## src/rtl/rsa_pkg.sv

```systemverilog
// rsa_pkg: shared FSM state type and Montgomery constant sizing helpers for the RSA job controller.
package rsa_pkg;
  typedef enum logic [2:0] {IDLE, CONST, CLEAR, RUN, CAPTURE, RESP} state_e;
  function automatic int ext_w(int w);
    return w + 2;
  endfunction
  function automatic int const_iters(int w);
    return 2 * ext_w(w);
  endfunction
endpackage

```

## src/rtl/rsa_const_gen.sv

```systemverilog
// rsa_const_gen: computes 2^(2*(WIDTH+2)) mod m by repeated modular doubling.
// Ports: clk, rst (sync, active high); start loads x=1; m is the odd modulus, m>=3, held stable while busy;
// done pulses on the last iteration with the constant presented combinationally on value.
module rsa_const_gen
  import rsa_pkg::*;
#(
  parameter int WIDTH = 8
) (
  input  logic             clk,
  input  logic             rst,
  input  logic             start,
  input  logic [WIDTH-1:0] m,
  output logic             done,
  output logic [WIDTH-1:0] value
);
  localparam int ITERS = const_iters(WIDTH);
  localparam int CW = $clog2(ITERS + 1);
  logic             busy_q, busy_d;
  logic [CW-1:0]    cnt_q, cnt_d;
  logic [WIDTH:0]   x_q, x_d, dbl;
  // x < m < 2^WIDTH, so the doubled value always fits in WIDTH+1 bits
  always_comb begin
    dbl = {x_q[WIDTH-1:0], 1'b0};
    done = busy_q && cnt_q == CW'(ITERS - 1);
    x_d = start ? (WIDTH+1)'(1) : busy_q ? (dbl >= {1'b0, m} ? dbl - {1'b0, m} : dbl) : x_q;
    cnt_d = start ? '0 : busy_q ? cnt_q + CW'(1) : cnt_q;
    busy_d = start | (busy_q & ~done);
    value = x_d[WIDTH-1:0];
  end
  always_ff @(posedge clk) begin
    if (rst) begin
      busy_q <= 1'b0;
      cnt_q <= '0;
      x_q <= '0;
    end else begin
      busy_q <= busy_d;
      cnt_q <= cnt_d;
      x_q <= x_d;
    end
  end
endmodule

```

## src/rtl/rsa_job_ctrl.sv

```systemverilog
// rsa_job_ctrl: valid/ready job front end that sequences one rsa_unit exponentiation core per job.
// Ports: clk, rst (sync, active high); in_valid/in_ready/in_p/in_e/in_m job stream;
// out_valid/out_ready/out_c/out_err result stream; unit_* drive the core, unit_c/unit_eoc come back from it.
module rsa_job_ctrl
  import rsa_pkg::*;
#(
  parameter int WIDTH = 8,
  parameter int CYCLE_LIMIT = 4096,
  parameter int CLR_CYCLES = 2
) (
  input  logic             clk,
  input  logic             rst,
  input  logic             in_valid,
  output logic             in_ready,
  input  logic [WIDTH-1:0] in_p,
  input  logic [WIDTH-1:0] in_e,
  input  logic [WIDTH-1:0] in_m,
  output logic             out_valid,
  input  logic             out_ready,
  output logic [WIDTH-1:0] out_c,
  output logic             out_err,
  output logic             unit_en,
  output logic             unit_rstb,
  output logic [WIDTH-1:0] unit_p,
  output logic [WIDTH-1:0] unit_e,
  output logic [WIDTH-1:0] unit_m,
  output logic [WIDTH-1:0] unit_const,
  input  logic [WIDTH-1:0] unit_c,
  input  logic             unit_eoc
);
  localparam int CW = $clog2((CYCLE_LIMIT > CLR_CYCLES ? CYCLE_LIMIT : CLR_CYCLES) + 1);
  state_e           state_q, state_d;
  logic [CW-1:0]    cnt_q, cnt_d;
  logic [WIDTH-1:0] p_q, p_d, e_q, e_d, m_q, m_d, k_q, k_d, c_q, c_d;
  logic             err_q, err_d;
  logic             bad_m, cg_start, cg_done;
  logic [WIDTH-1:0] cg_value;
  // Montgomery setup needs an odd modulus of at least 3
  assign bad_m = ~in_m[0] || in_m < WIDTH'(3);
  assign cg_start = state_q == IDLE && in_valid && !bad_m;
  rsa_const_gen #(.WIDTH(WIDTH)) u_const_gen (
    .clk  (clk),
    .rst  (rst),
    .start(cg_start),
    .m    (m_q),
    .done (cg_done),
    .value(cg_value)
  );
  // cnt_q is shared: CLEAR hold counter, then RUN timeout counter
  always_comb begin
    state_d = state_q;
    cnt_d = cnt_q;
    p_d = p_q;
    e_d = e_q;
    m_d = m_q;
    k_d = k_q;
    c_d = c_q;
    err_d = err_q;
    unique case (state_q)
      IDLE: if (in_valid) begin
        p_d = in_p;
        e_d = in_e;
        m_d = in_m;
        c_d = '0;
        err_d = bad_m;
        state_d = bad_m ? RESP : CONST;
      end
      CONST: if (cg_done) begin
        k_d = cg_value;
        cnt_d = '0;
        state_d = CLEAR;
      end
      CLEAR: begin
        cnt_d = cnt_q == CW'(CLR_CYCLES - 1) ? '0 : cnt_q + CW'(1);
        state_d = cnt_q == CW'(CLR_CYCLES - 1) ? RUN : CLEAR;
      end
      RUN: begin
        cnt_d = cnt_q + CW'(1);
        if (unit_eoc) state_d = CAPTURE;
        else if (cnt_q == CW'(CYCLE_LIMIT - 1)) begin
          c_d = '0;
          err_d = 1'b1;
          state_d = RESP;
        end
      end
      CAPTURE: begin
        c_d = unit_c;
        err_d = 1'b0;
        state_d = RESP;
      end
      RESP: state_d = out_ready ? IDLE : RESP;
      default: state_d = IDLE;
    endcase
  end
  always_ff @(posedge clk) begin
    if (rst) begin
      state_q <= IDLE;
      cnt_q <= '0;
      p_q <= '0;
      e_q <= '0;
      m_q <= '0;
      k_q <= '0;
      c_q <= '0;
      err_q <= 1'b0;
    end else begin
      state_q <= state_d;
      cnt_q <= cnt_d;
      p_q <= p_d;
      e_q <= e_d;
      m_q <= m_d;
      k_q <= k_d;
      c_q <= c_d;
      err_q <= err_d;
    end
  end
  assign in_ready = state_q == IDLE;
  assign out_valid = state_q == RESP;
  assign unit_en = state_q == RUN;
  assign unit_rstb = state_q == RUN;
  assign out_c = c_q;
  assign out_err = err_q;
  assign unit_p = p_q;
  assign unit_e = e_q;
  assign unit_m = m_q;
  assign unit_const = k_q;
endmodule
```

## config.mk

```make
export PLATFORM = sky130hd
export DESIGN_NAME = rsa_job_ctrl
export DESIGN_NICKNAME = d
export VERILOG_FILES = /design/src/rtl/rsa_pkg.sv /design/src/rtl/rsa_const_gen.sv /design/src/rtl/rsa_job_ctrl.sv
export SDC_FILE = /design/constraint.sdc
export NUM_CORES = 1
export LEC_CHECK = 0
export ABC_AREA = 1
export CORE_ASPECT_RATIO = 0.75
export CORE_MARGIN = 3
export CORE_UTILIZATION = 37
export CTS_BUF_LIST = sky130_fd_sc_hd__clkbuf_16
export CTS_CLUSTER_SIZE = 10
export DETAILED_ROUTE_END_ITERATION = 16
export GPL_ROUTABILITY_DRIVEN = 0
export GPL_TIMING_DRIVEN = 0
export MAX_ROUTING_LAYER = met4
export PLACE_DENSITY_LB_ADDON = 0.3
export SLEW_MARGIN = 25
export SYNTH_ARGS = -nofsm -noshare
export SYNTH_HDL_FRONTEND = slang
export SYNTH_SLANG_ARGS = --single-unit
```

## constraint.sdc

```tcl
create_clock -name clk -period 2 [get_ports clk]
set_input_delay 0.3 -clock clk [delete_from_list [all_inputs] [get_ports clk]]
set_output_delay 0.3 -clock clk [all_outputs]
set_load 0.05 [all_outputs]
```

Yosys cells after proc, flatten, opt, wreduce, memory -nomap -nowiden
Cells that the tools add are included.
W data, S select, Z words.

word-level totals
  word-level logic and storage cells = 69
  output and inout bits = 45
  input port bits = 37
  bits in registers = 71

operators by class
  bitwise operators = 4
  muxes and demuxes = 22
  eq/ne operators = 13
  reduce and logical (&&, ||, !) cells = 14
  $lt $le $gt $ge = 2
  add/sub/neg operators = 3

operators by type and width
  cell                     count
  $mux W8                  6
  $pmux W13 S3             1
  $mux W13                 2
  $pmux W8 S3              1
  $mux W3                  6
  $pmux W3 S6              1
  $add A13 B1 Y13 const B  1
  $eq A13 B1 Y1 const B    1
  $eq A13 B12 Y1 const B   1
  $ge A9 B8 Y1             1
  $lt A8 B2 Y1 const B     1
  $sub A8 B8 Y8            1
  $eq A3 B2 Y1 const B     2
  $eq A3 B3 Y1 const B     2
  $ne A2 B2 Y1 const B     3
  $reduce_and A2 Y1        3
  $reduce_bool A3 Y1       2
  $add A5 B1 Y5 const B    1
  $eq A5 B5 Y1 const B     1
  $mux W1                  4
  $reduce_and A4 Y1        1
  $eq A3 B1 Y1 const B     1
  $logic_and A1 B1 Y1      3
  $logic_not A3 Y1         1
  other kinds (10)         11

Longest topological paths before layout
  word-level depth = 5
  gate-level depth with buffers = 15
  depth with buffers taken out = 14

By module
Synthesis repeated with hierarchy kept, for this count alone.

second synthesis, totals
  cell total of the unflattened synthesis = 549
  area total of the unflattened synthesis = 3753.6 µm²

modules (own cells, without submodules)
  module         times used  area an instance (µm²)  cells an instance  sequential area each (µm²)
  rsa_job_ctrl   1           2593.7                  361                1141.1
  rsa_const_gen  1           1159.9                  188                280.3

Least setup slack after synthesis
OpenSTA, ideal clock, no wires.

  path kind = register -> register
  start = register m_q[1], in the netlist unit_m[1]
  end = register k_q[0], in the netlist unit_const[0]
  cell stages (with the launch flop) = 12
  data arrival time = 2.032 ns
  path buffers = 0
  data required time = 1.887 ns
  setup slack = -0.145 ns
  library setup time = 0.113 ns
  cells stage by stage = dfxtp_1 -> inv_1 -> ha_1 -> ha_1 -> nand2_1 -> nor2_1 -> a21oi_4 -> nand2_4 -> nand3_1 -> nand3_1 -> o21ai_1 -> inv_1

between the ends
  longest elaborated chain between the ends = 4

RTL lines
  item                    line                 RTL
  from (decl)             rsa_job_ctrl.sv:34   logic [WIDTH-1:0] p_q, p_d, e_q, e_d, m_q, m_d, k_q, k_d, c_q, c_d;
  from (signal assigned)  rsa_job_ctrl.sv:110  m_q <= m_d;
  $ge A9 B8 Y1            rsa_const_gen.sv:25  x_d = start ? (WIDTH+1)'(1) : busy_q ? (dbl >= {1'b0, m} ? dbl - {1'b0, m} : dbl) : x_q;
  $mux W8 (3 in series)   rsa_const_gen.sv:25
  to (signal assigned)    rsa_job_ctrl.sv:111  k_q <= k_d;
  to (decl)               rsa_job_ctrl.sv:34

No other way between the ends.
A chain may end at the register's enable or synchronous reset.

Final worst setup path
  start = register state_q[2]
  end = output port out_valid

between the ends
  longest elaborated chain between the ends = 1

RTL lines
  item                    line                 RTL
  from (decl)             rsa_job_ctrl.sv:32   state_e state_q, state_d;
  from (signal assigned)  rsa_job_ctrl.sv:106  state_q <= state_d;
  $eq A3 B3 Y1            rsa_job_ctrl.sv:117  assign out_valid = state_q == RESP;
  to (decl)               rsa_job_ctrl.sv:18   output logic out_valid,

No other way between the ends.

==> metrics <==
ANT nets after route=0; area of the multi-input gates=0.00191 mm^2; top-count cell post-synth=nand2_1; initial antenna violation count=0; P_leak=2.11 nW; Slew @ Worst Pin=0.600 ns; total CTS buffers=9; die area=0.0110 mm^2; slowest cell delay on critical path=0.53 ns; CP arrival=1.62 ns; initial core utilization=38.9%; CTS tree=built; antenna cells=0; Setup-failing EPs final=0; Final Cell Area=0.00497 mm^2; Critical Path Source Type=flop; Mean Syn Cell Area=7.11 um^2; TritonRoute pass-1 iters=5; CP Class=flop to output port; flops & latches, synth=71; total gr overflow=0; Distinct cells, synth=35; CTS Root Cell=clkbuf_16; outcome=finished clean; CP Capture Type=output port; Final min period=1.92 ns; Total GRT Usage=18.7%; layout cells sized above 1=12.9%; Max VDD drop=0.962 mV; Clock Skews=0.00716 ns; initial DRC count=249; # rows=30; sequential area share after synthesis=39.4%; crit path cell chain=inv_2 -> nor3_1 -> clkdlybuf4s15_1; fillers=896; H-tree levels=3; Die H=91.6 um; Die X-Extent=120 um; Fin Setup TNS=0 ns; Fmax=522 MHz; nets=657; pwr dens=1650 mW/mm^2; I/O pins=82; largest net degree at the start of global routing=13; DP Worst Slack=-0.0307 ns; PortBufs=81; area delta synth->final=37.7%; relative slew slack=60.0%; placed wire-length estimate=7310 um; final worst setup slack=0.0834 ns; Final Util=53.6%; # clock sinks=71; Crit-path slowest cell=clkdlybuf4s15_1; sequential cell area=0.00143 mm^2; required time worst endpoint=1.70 ns; Mapped Area=0.00361 mm^2; Slew Limit Fails=0; clock-pin slew on the worst setup and hold paths=0.06 ns; Core Area=0.00927 mm^2; via density per instance=4.82; DRC errors left=0; Synth Flop Type=dfxtp_1; Post-synth EDFFs=0; first-pass GRT wire length=15800 um; total power=0.00820 W; Max Root-Sink Buffers=2; YS warnings=0; DRT Wirelength=9760 um; Syn Nets=557; wire length per cell=13.2 um; largest cells by area after synthesis=dfxtp_1, nand2_1, nor2_1, nand3_1, inv_1; vias in the first global route=3351; Post-DP Area=0.00459 mm^2; Vias=3569; Final Cycle Share=95.8%; crit-path max FO=6; Mapped Cells=508; Synth top area share=39.4%; Hold Crit Class=flop to flop; asr flop ratio synth=0%; cell taking the most area after synthesis=dfxtp_1; Max-Cap Viols=0; Final Hold Viols=0; Synth top cells by count=nand2_1, nor2_1, dfxtp_1; Skew-Pair Late Insertion Delay=0.34 ns
-- power by group --
part / switching, W / leakage [nW] / internal, W
logic: 0.00299 / 1.38 / 0.00159
clock network: 0.000618 / 0.147 / 0.00108
registers: 0.000206 / 0.581 / 0.00172
total: 0.00381 / 2.11 / 0.00439
-- stage by stage --
| step | hold slack (ns) | instances |
|---|---|---|
| finish | 0.458 | 741 |
| global route | 0.481 | 741 |
| floorplan | 0.370 | 508 |
| detailed placement | 0.452 | 717 |
| global placement | 0.449 | 717 |
| CTS | 0.461 | 733 |
-- kinds of logic after synthesis --
| group | after synthesis | share of synthesized area [%] |
|---|---|---|
| simple gates | 270 | 34.9 |
| compound gates | 73 | 10.7 |
| buf+inv | 71 | 8.07 |
| flops | 71 | 39.4 |
| fa+ha+maj | 12 | 4.37 |
| xor+xnor | 11 | 2.67 |
-- critical path, delay by kind of cell, from the launching register on --
kind	cells	cell delay [ns]
and+or+nand+nor	1	0.16
buffers and inverters	2	0.66
DFF	1	0.46
-- path summary, 6_finish.rpt --
check | slack, ns | from | cells after the start | end
setup / recovery | 0.08 | state_q[2] | 3 | out_valid
hold / removal | 0.46 | out_c[4] | 2 | out_c[4]
setup reg to reg | 0.10 | unit_m[2] | 13 | unit_const[0]
hold reg to reg | 0.46 | out_c[4] | 2 | out_c[4]
-- registers in the layout, indices dropped and copies added, names as in the netlist --
register / flops
unit_p: 8
u_const_gen.busy_q: 1
u_const_gen.cnt_q: 5
u_const_gen.x_q: 8
out_c: 8
unit_const: 8
unit_e: 8
unit_m: 8
state_q: 3
cnt_q: 13
out_err: 1
-- repair_timing --
item,4_1_cts,5_1_grt
pin swaps,0,2
resized for setup,6,4
setup buffers,0,8
setup endpoints to repair,4,10
hold buffers,0,0
-- layout make-up --
| class | count | share of cell area, % |
|---|---|---|
| plain buffers | 15 | 1.54 |
| clock buffers | 9 | 4.53 |
| clock inverters | 7 | 1.76 |
| inverters | 56 | 4.33 |
| multi-input cells | 366 | 38.4 |
| flip-flops and latches | 71 | 28.8 |
| well taps | 128 | 3.22 |
| repair buffers | 89 | 17.4 |
-- metal layers --
metal / up-vias / wire length [um] / track usage (%)
met2: 106 / 4110 / 26.8
met5: - / 0 / -
met4: 0 / 133 / 6.58
li1: 1826 / - / -
met1: 1622 / 4750 / 24.5
met3: 15 / 772 / 6.48
-- layout by cell type (no fill, tap or decap), types with 5 or more instances in the layout --
master and instances:
xor2_1 11, nand2_4 6, nor2_2 6, dfxtp_1 64, clkdlybuf4s50_1 77, a21oi_1 33, buf_2 6, inv_1 47
nor3_1 8, o21ai_0 33, ha_1 10, dfxtp_2 7, nand4_1 5, nand2_1 104, clkbuf_16 9, clkbuf_1 5
inv_2 7, nor2_1 86, nand3_1 36, buf_4 11
Power figures use the tool's default switching activity.
